==> config.mk <==
export PLATFORM = sky130hd
export DESIGN_NAME = fifo_rd_stream_flat
export DESIGN_NICKNAME = d
export VERILOG_FILES = /design/src/rtl/fifo_rd_stream_if.sv /design/src/rtl/fifo_rd_stream.sv /design/src/flat_wrapper.sv
export SDC_FILE = /design/constraint.sdc
export NUM_CORES = 1
export LEC_CHECK = 0
export CAP_MARGIN = 20
export CORE_ASPECT_RATIO = 1.25
export CORE_MARGIN = 4
export CORE_UTILIZATION = 45
export CTS_BUF_LIST = sky130_fd_sc_hd__clkbuf_4 sky130_fd_sc_hd__clkbuf_8
export CTS_CLUSTER_DIAMETER = 40
export DETAILED_ROUTE_END_ITERATION = 16
export PLACE_DENSITY = 0.7
export SETUP_SLACK_MARGIN = 0.15
export SYNTH_ARGS = -nofsm -noshare
export SYNTH_HDL_FRONTEND = slang
export SYNTH_SLANG_ARGS = --single-unit
==> constraint.sdc <==
create_clock -name rd_clk -period 2.44 [get_ports rd_clk]
set_clock_uncertainty 0.1 [all_clocks]
set_input_delay 0.366 -clock rd_clk [delete_from_list [all_inputs] [get_ports rd_clk]]
set_output_delay 0.366 -clock rd_clk [all_outputs]
set_load 0.02 [all_outputs]
==> src/rtl/fifo_rd_stream_if.sv <==
`default_nettype none
// +--------------------------------------------------------------------------+
// | fifo_rd_stream_if                                                        |
// | Bundle of async_fifo read-port, output stream and flush signals.         |
// | Rev 1.0                                                                  |
// +--------------------------------------------------------------------------+
interface fifo_rd_stream_if #(
  parameter int DATA_WIDTH = 4,
  parameter int CNT_WIDTH  = 16
);
  logic                  fifo_empty;
  logic                  fifo_rd_en;
  logic [DATA_WIDTH-1:0] fifo_rd_data;
  logic                  out_valid;
  logic                  out_ready;
  logic [DATA_WIDTH-1:0] out_data;
  logic                  flush;
  logic                  flush_busy;
  logic                  flush_done;
  logic [CNT_WIDTH-1:0]  word_cnt;

  modport master (
    input  fifo_empty,
    output fifo_rd_en,
    input  fifo_rd_data,
    output out_valid,
    input  out_ready,
    output out_data,
    input  flush,
    output flush_busy,
    output flush_done,
    output word_cnt
  );

  modport slave (
    output fifo_empty,
    input  fifo_rd_en,
    output fifo_rd_data,
    input  out_valid,
    output out_ready,
    input  out_data,
    output flush,
    input  flush_busy,
    input  flush_done,
    input  word_cnt
  );
endinterface
`default_nettype wire

==> src/rtl/fifo_rd_stream.sv <==
`default_nettype none
// +--------------------------------------------------------------------------+
// | fifo_rd_stream                                                           |
// | async_fifo read-side consumer: 3-entry prefetch buffer, valid/ready out. |
// | Rev 1.0                                                                  |
// +--------------------------------------------------------------------------+
module fifo_rd_stream #(
  parameter int DATA_WIDTH = 4,
  parameter int CNT_WIDTH  = 16
) (
  input  logic              rd_clk,
  input  logic              rd_rst,
  fifo_rd_stream_if.master  bus
);

  typedef enum logic [0:0] {
    NORMAL = 1'b0,
    FLUSH  = 1'b1
  } state_t;

  localparam logic [1:0] LAST_SLOT = 2'd2;

  state_t                state;
  state_t                state_nxt;
  logic [1:0]            occ;
  logic                  infl;
  logic [1:0]            rd_ptr;
  logic [1:0]            wr_ptr;
  logic [DATA_WIDTH-1:0] mem [0:2];
  logic [CNT_WIDTH-1:0]  word_cnt;
  logic                  rd_en;
  logic                  flush_done;
  logic                  push;
  logic                  pop;
  logic                  flush_start;

  function automatic logic [1:0] ptr_inc(input logic [1:0] p);
    return (p == LAST_SLOT) ? 2'd0 : p + 2'd1;
  endfunction

  // Issue bound counts the in-flight word so the buffer can never overflow.
  always_comb begin
    state_nxt  = state;
    rd_en      = 1'b0;
    flush_done = 1'b0;
    case (state)
      NORMAL: begin
        rd_en = ~bus.fifo_empty & (({1'b0, occ} + {2'b00, infl}) < 3'd3);
        if (bus.flush) state_nxt = FLUSH;
      end
      FLUSH: begin
        rd_en = ~bus.fifo_empty;
        if (bus.fifo_empty && !infl) begin
          state_nxt  = NORMAL;
          flush_done = 1'b1;
        end
      end
      default: state_nxt = NORMAL;
    endcase
  end

  assign flush_start = (state == NORMAL) && bus.flush;
  assign push        = infl && (state == NORMAL);
  assign pop         = (occ != 2'd0) && bus.out_ready;

  always_ff @(posedge rd_clk or posedge rd_rst) begin
    if (rd_rst) begin
      state <= NORMAL;
      infl  <= 1'b0;
    end else begin
      state <= state_nxt;
      infl  <= bus.fifo_rd_en;
    end
  end

  always_ff @(posedge rd_clk or posedge rd_rst) begin
    if (rd_rst) begin
      occ    <= 2'd0;
      rd_ptr <= 2'd0;
      wr_ptr <= 2'd0;
    end else if (flush_start) begin
      occ    <= 2'd0;
      rd_ptr <= 2'd0;
      wr_ptr <= 2'd0;
    end else begin
      if (push) wr_ptr <= ptr_inc(wr_ptr);
      if (pop)  rd_ptr <= ptr_inc(rd_ptr);
      occ <= occ + {1'b0, push} - {1'b0, pop};
    end
  end

  // Storage is reset so out_data reads zero straight out of reset.
  always_ff @(posedge rd_clk or posedge rd_rst) begin
    if (rd_rst) begin
      for (int i = 0; i < 3; i++) mem[i] <= '0;
    end else if (push) begin
      mem[wr_ptr] <= bus.fifo_rd_data;
    end
  end

  always_ff @(posedge rd_clk or posedge rd_rst) begin
    if (rd_rst)   word_cnt <= '0;
    else if (pop) word_cnt <= word_cnt + 1'b1;
  end

  assign bus.fifo_rd_en = rd_en & ~rd_rst;
  assign bus.out_valid  = (occ != 2'd0);
  assign bus.out_data   = mem[rd_ptr];
  assign bus.flush_busy = (state == FLUSH);
  assign bus.flush_done = flush_done;
  assign bus.word_cnt   = word_cnt;

  a_no_read_when_empty: assert property (
    @(posedge rd_clk) disable iff (rd_rst) !(bus.fifo_rd_en && bus.fifo_empty));

  a_no_overflow: assert property (
    @(posedge rd_clk) disable iff (rd_rst) !(push && !pop && !flush_start && occ == 2'd3));

endmodule
`default_nettype wire

==> src/flat_wrapper.sv <==
// flat-port wrapper written by rule: the top's interface ports become plain ports
module fifo_rd_stream_flat 
#(
  parameter int DATA_WIDTH = 4,
  parameter int CNT_WIDTH  = 16
)
  (rd_clk, rd_rst, bus_fifo_empty, bus_fifo_rd_en, bus_fifo_rd_data, bus_out_valid, bus_out_ready, bus_out_data, bus_flush, bus_flush_busy, bus_flush_done, bus_word_cnt);
  fifo_rd_stream_if #(.DATA_WIDTH(DATA_WIDTH), .CNT_WIDTH(CNT_WIDTH)) bus_i ();
  input  logic rd_clk;
  input  logic rd_rst;
  input wire logic [$bits(bus_i.fifo_empty)-1:0] bus_fifo_empty;
  output wire logic [$bits(bus_i.fifo_rd_en)-1:0] bus_fifo_rd_en;
  input wire logic [$bits(bus_i.fifo_rd_data)-1:0] bus_fifo_rd_data;
  output wire logic [$bits(bus_i.out_valid)-1:0] bus_out_valid;
  input wire logic [$bits(bus_i.out_ready)-1:0] bus_out_ready;
  output wire logic [$bits(bus_i.out_data)-1:0] bus_out_data;
  input wire logic [$bits(bus_i.flush)-1:0] bus_flush;
  output wire logic [$bits(bus_i.flush_busy)-1:0] bus_flush_busy;
  output wire logic [$bits(bus_i.flush_done)-1:0] bus_flush_done;
  output wire logic [$bits(bus_i.word_cnt)-1:0] bus_word_cnt;
  assign bus_i.fifo_empty = bus_fifo_empty;
  assign bus_fifo_rd_en = bus_i.fifo_rd_en;
  assign bus_i.fifo_rd_data = bus_fifo_rd_data;
  assign bus_out_valid = bus_i.out_valid;
  assign bus_i.out_ready = bus_out_ready;
  assign bus_out_data = bus_i.out_data;
  assign bus_i.flush = bus_flush;
  assign bus_flush_busy = bus_i.flush_busy;
  assign bus_flush_done = bus_i.flush_done;
  assign bus_word_cnt = bus_i.word_cnt;
  fifo_rd_stream #(.DATA_WIDTH(DATA_WIDTH), .CNT_WIDTH(CNT_WIDTH)) u_core (.rd_clk(rd_clk), .rd_rst(rd_rst), .bus(bus_i));
endmodule
==> flow_metrics.py <==
metrics = {
    "run_status": {
        "status": "completed",
    },
    "logic_synthesis": {
        "synth_async_sr_flop_share": 1.000,
        "synthAdderAreaFrac": 0.03671,
        "synth_warnings": 0,
        "synth_top_family_by_area": "simple AND/OR/NAND/NOR gates",
        "synthTopCellsByArea": "dfrtp_1 53%, mux2_2 8.6%, xnor2_1 6.7%",
        "synthFlopType": "dfrtp_1",
        "syn-num-nets": 156,
        "netlist_area_um2": 1704,
        "yosys.area.top_type": "dfrtp_1",
        "yosysSeqAreaShare": 0.5286,
        "synth-edff-count": 0,
        "synth_cell_types": 31,
        "synthMuxAreaShare": 0.1094,
        "synth-simple-area-share": 0.1777,
        "synthCells": 142,
        "synth_xor_area_frac": 0.08737,
        "synth_top_area_frac": 0.5286,
        "synth_compound_area_frac": 0.04185,
        "synth.ff_latch_count": 36,
        "syn_avg_cell_area_um2": 12.00,
    },
    "grt": {
        "grt_usage": 0.1483,
        "grt_pass1_vias": 1250,
        "grt_max_degree": 37,
        "grt_first_pass_wirelength_um": 5616,
        "antenna_found_initial": 0,
        "grt-ovfl-total": 0,
    },
    "pwr": {
        "p_total_mw": 2.171,
        "p_leak_nw": 0.9923,
        "p_per_area_nw_per_um2": 993.1,
        "peakVddDrop_v": 0.0005004,
    },
    "min_path": {
        "min_path_type": "reg2reg",
        "whs_endpoint": "u_core.bus.word_cnt[15]",
        "hold_depth": 1,
        "holdCritStartpoint": "u_core.bus.word_cnt[15]",
    },
    "die": {
        "ios": 33,
        "die_w_um": 63.04,
        "num_rows": 24,
        "die_y_um": 76.80,
        "dieArea_um2": 4841,
        "core_um2": 3573,
        "start_util": 0.4769,
    },
    "drt": {
        "drc": 0,
        "dr.pass1.iters": 4,
        "drt-total-wl_um": 3183,
        "wl_per_cell_um": 14.34,
        "num_vias": 1178,
        "vias_per_cell": 5.306,
        "drt_iter0_markers": 47,
        "drtAntennaViolNets": 0,
    },
    "timing": {
        "grt_setup_unrepaired": "yes",
        "slew_headroom": 0.6975,
        "tightestPinTransition_ps": 453.8,
        "min_period_ps": 2194,
        "fin_crit_sh": 0.8991,
        "setup_viol": 0,
        "final_max_slew_viol_count": 0,
        "hold_viol": 0,
        "timing.fmax_mhz": 455.8,
        "setup-tns-final_ps": 0,
    },
    "cts": {
        "cts_max_level": 2,
        "clock-sinks": 36,
        "cts-root-buf": "clkbuf_8",
        "clk_pin_slew_worst_paths_ps": 60,
        "numCtsBuffers": 5,
        "clkLatencyLatePin_ps": 280,
        "postCtsSetupBuffers": 0,
        "clockBufferDepth": 2,
        "cts_tree": "yes",
    },
    "critical_path": {
        "crit_chain": "ha_1, ha_1, a21oi_1, nor2_1, nor3_2, clkdlybuf4s15_2",
        "r2r_slack_ps": 590,
        "start_kind": "flip-flop",
        "r2r_cells": 9,
        "reg2reg_to": "u_core.occ[1]",
        "cp-end-kind": "output pin",
        "critPathMaxFanout": 2,
        "crit_top_cell": "ha_1",
        "critPathKind": "reg2out",
        "crit_slowest_cell": "dfrtp_1",
        "slowest_delay_ps": 380,
        "crit_required_ps": 1970,
        "critPathArrivalTime_ps": 1730,
        "regToRegStartpoint": "u_core.occ[0]",
    },
    "finish": {
        "layout_commonest_cell": "dfrtp_1",
        "final_cell_mix": "35 x dfrtp_1, 30 x clkdlybuf4s50_1, 13 x mux2_2, 13 x xnor2_1, 13 x nand2_1",
        "nets": 197,
        "area_delta_synth_final_pct": 28.27,
        "layout-drive-gt1-share": 0.2022,
        "antennaDiodeCount": 0,
    },
    "placement": {
        "port_buffers": 32,
        "gp_congestion": 0.7801,
        "dpl.hpwl_um": 2309,
    },
    "run": {
        "maxCapViolCount": 0,
    },
}
critical path, delay by kind of cell (launching register included):
| kind | cells | cell delay [ps] |
|---|---|---|
| AO/OA/AOI/OAI | 1 | 140 |
| adder cells (fa/ha/maj) | 2 | 460 |
| buffers and inverters | 1 | 280 |
| flip-flops | 1 | 380 |
| AND/OR/NAND/NOR | 2 | 190 |
synthesized netlist by cell type (all sizes together) (2+ instances only):
cell	n
o22ai	3
a21oi	3
nand3	5
nand4	5
and3	2
xnor2	13
mux2	13
ha	5
nor3b	2
o21ai	2
nor2	11
dfrtp	36
nand2	13
nor3	5
mux2i	4
inv	6
xor2	4
power by group:
group	internal [mW]	switching, mW
combinational	0.443	0.384
sequential	0.761	0.185
clock	0.205	0.194
per-stage QoR:
step | hold slack [ps] | cell area [um2] | setup WS (ps) | util | instances
global route | 386.9 | 2186 | 136.7 | 0.6117 | 222
floorplan | 380.0 | 1704 | 412.4 | - | 142
CTS | 375.7 | 2178 | 145.3 | 0.6096 | 222
detailed placement | 362.2 | 2095 | 103.8 | 0.5861 | 215
finish | 368.9 | 2186 | 246.1 | 0.6117 | 222
global placement | 361.9 | 2095 | 159.3 | 0.5861 | 215
kinds of logic (layout without fill, tap and decap cells):
| group | after synthesis | count (layout) |
|---|---|---|
| AND/OR/NAND/NOR | 49 | 49 |
| flip-flops | 36 | 36 |
| XOR/XNOR | 17 | 17 |
| multiplexers | 17 | 17 |
| AO/OA/AOI/OAI | 10 | 10 |
| buffers and inverters | 8 | 49 |
| adder cells (fa/ha/maj) | 5 | 5 |
worst max path at each step:
| stage | from | endpoint | slack [ps] | cells after the start |
|---|---|---|---|---|
| 2_1_floorplan | u_core.infl | bus_fifo_rd_en | 410 | 5 |
| 3_3_place_gp | u_core.infl | bus_fifo_rd_en | 160 | 6 |
| 3_5_place_dp | u_core.infl | bus_fifo_rd_en | 100 | 6 |
| 4_1_cts | u_core.infl | bus_fifo_rd_en | 150 | 6 |
| 5_1_grt | u_core.infl | bus_fifo_rd_en | 140 | 6 |
| 6_report | u_core.infl | bus_fifo_rd_en | 250 | 6 |
state kept, by name, indices dropped and copies added, names as in the netlist:
register / flops
u_core.mem: 12
u_core.bus.flush_busy: 1
u_core.bus.word_cnt: 16
u_core.occ: 2
u_core.infl: 1
u_core.rd_ptr: 2
u_core.wr_ptr: 2
final cells by class:
type | count | area (um2)
multi-input combinational | 98 | 777.0
tap | 39 | 48.80
clock inverter | 1 | 5.005
inverter | 6 | 22.52
timing repair buffer | 36 | 354.1
fill | 312 | 1388
sequential | 36 | 902.1
clock buffer | 6 | 76.32
timing repair:
item                       in CTS  in global routing
setup endpoints to repair       4                  2
resized for setup               5                  2
hold buffers                    0                  0
metal layers:
metal / global-route usage / part of all wire / vias to the layer above
li1: - / - / 567
met1: 0.1627 / 0.40 / 570
met2: 0.2598 / 0.52 / 34
met3: 0.04971 / 0.064 / 7
met4: 0.05960 / 0.020 / 0
met5: 0 / 0 / -
Note: power is estimated with default switching activity, not from simulation.
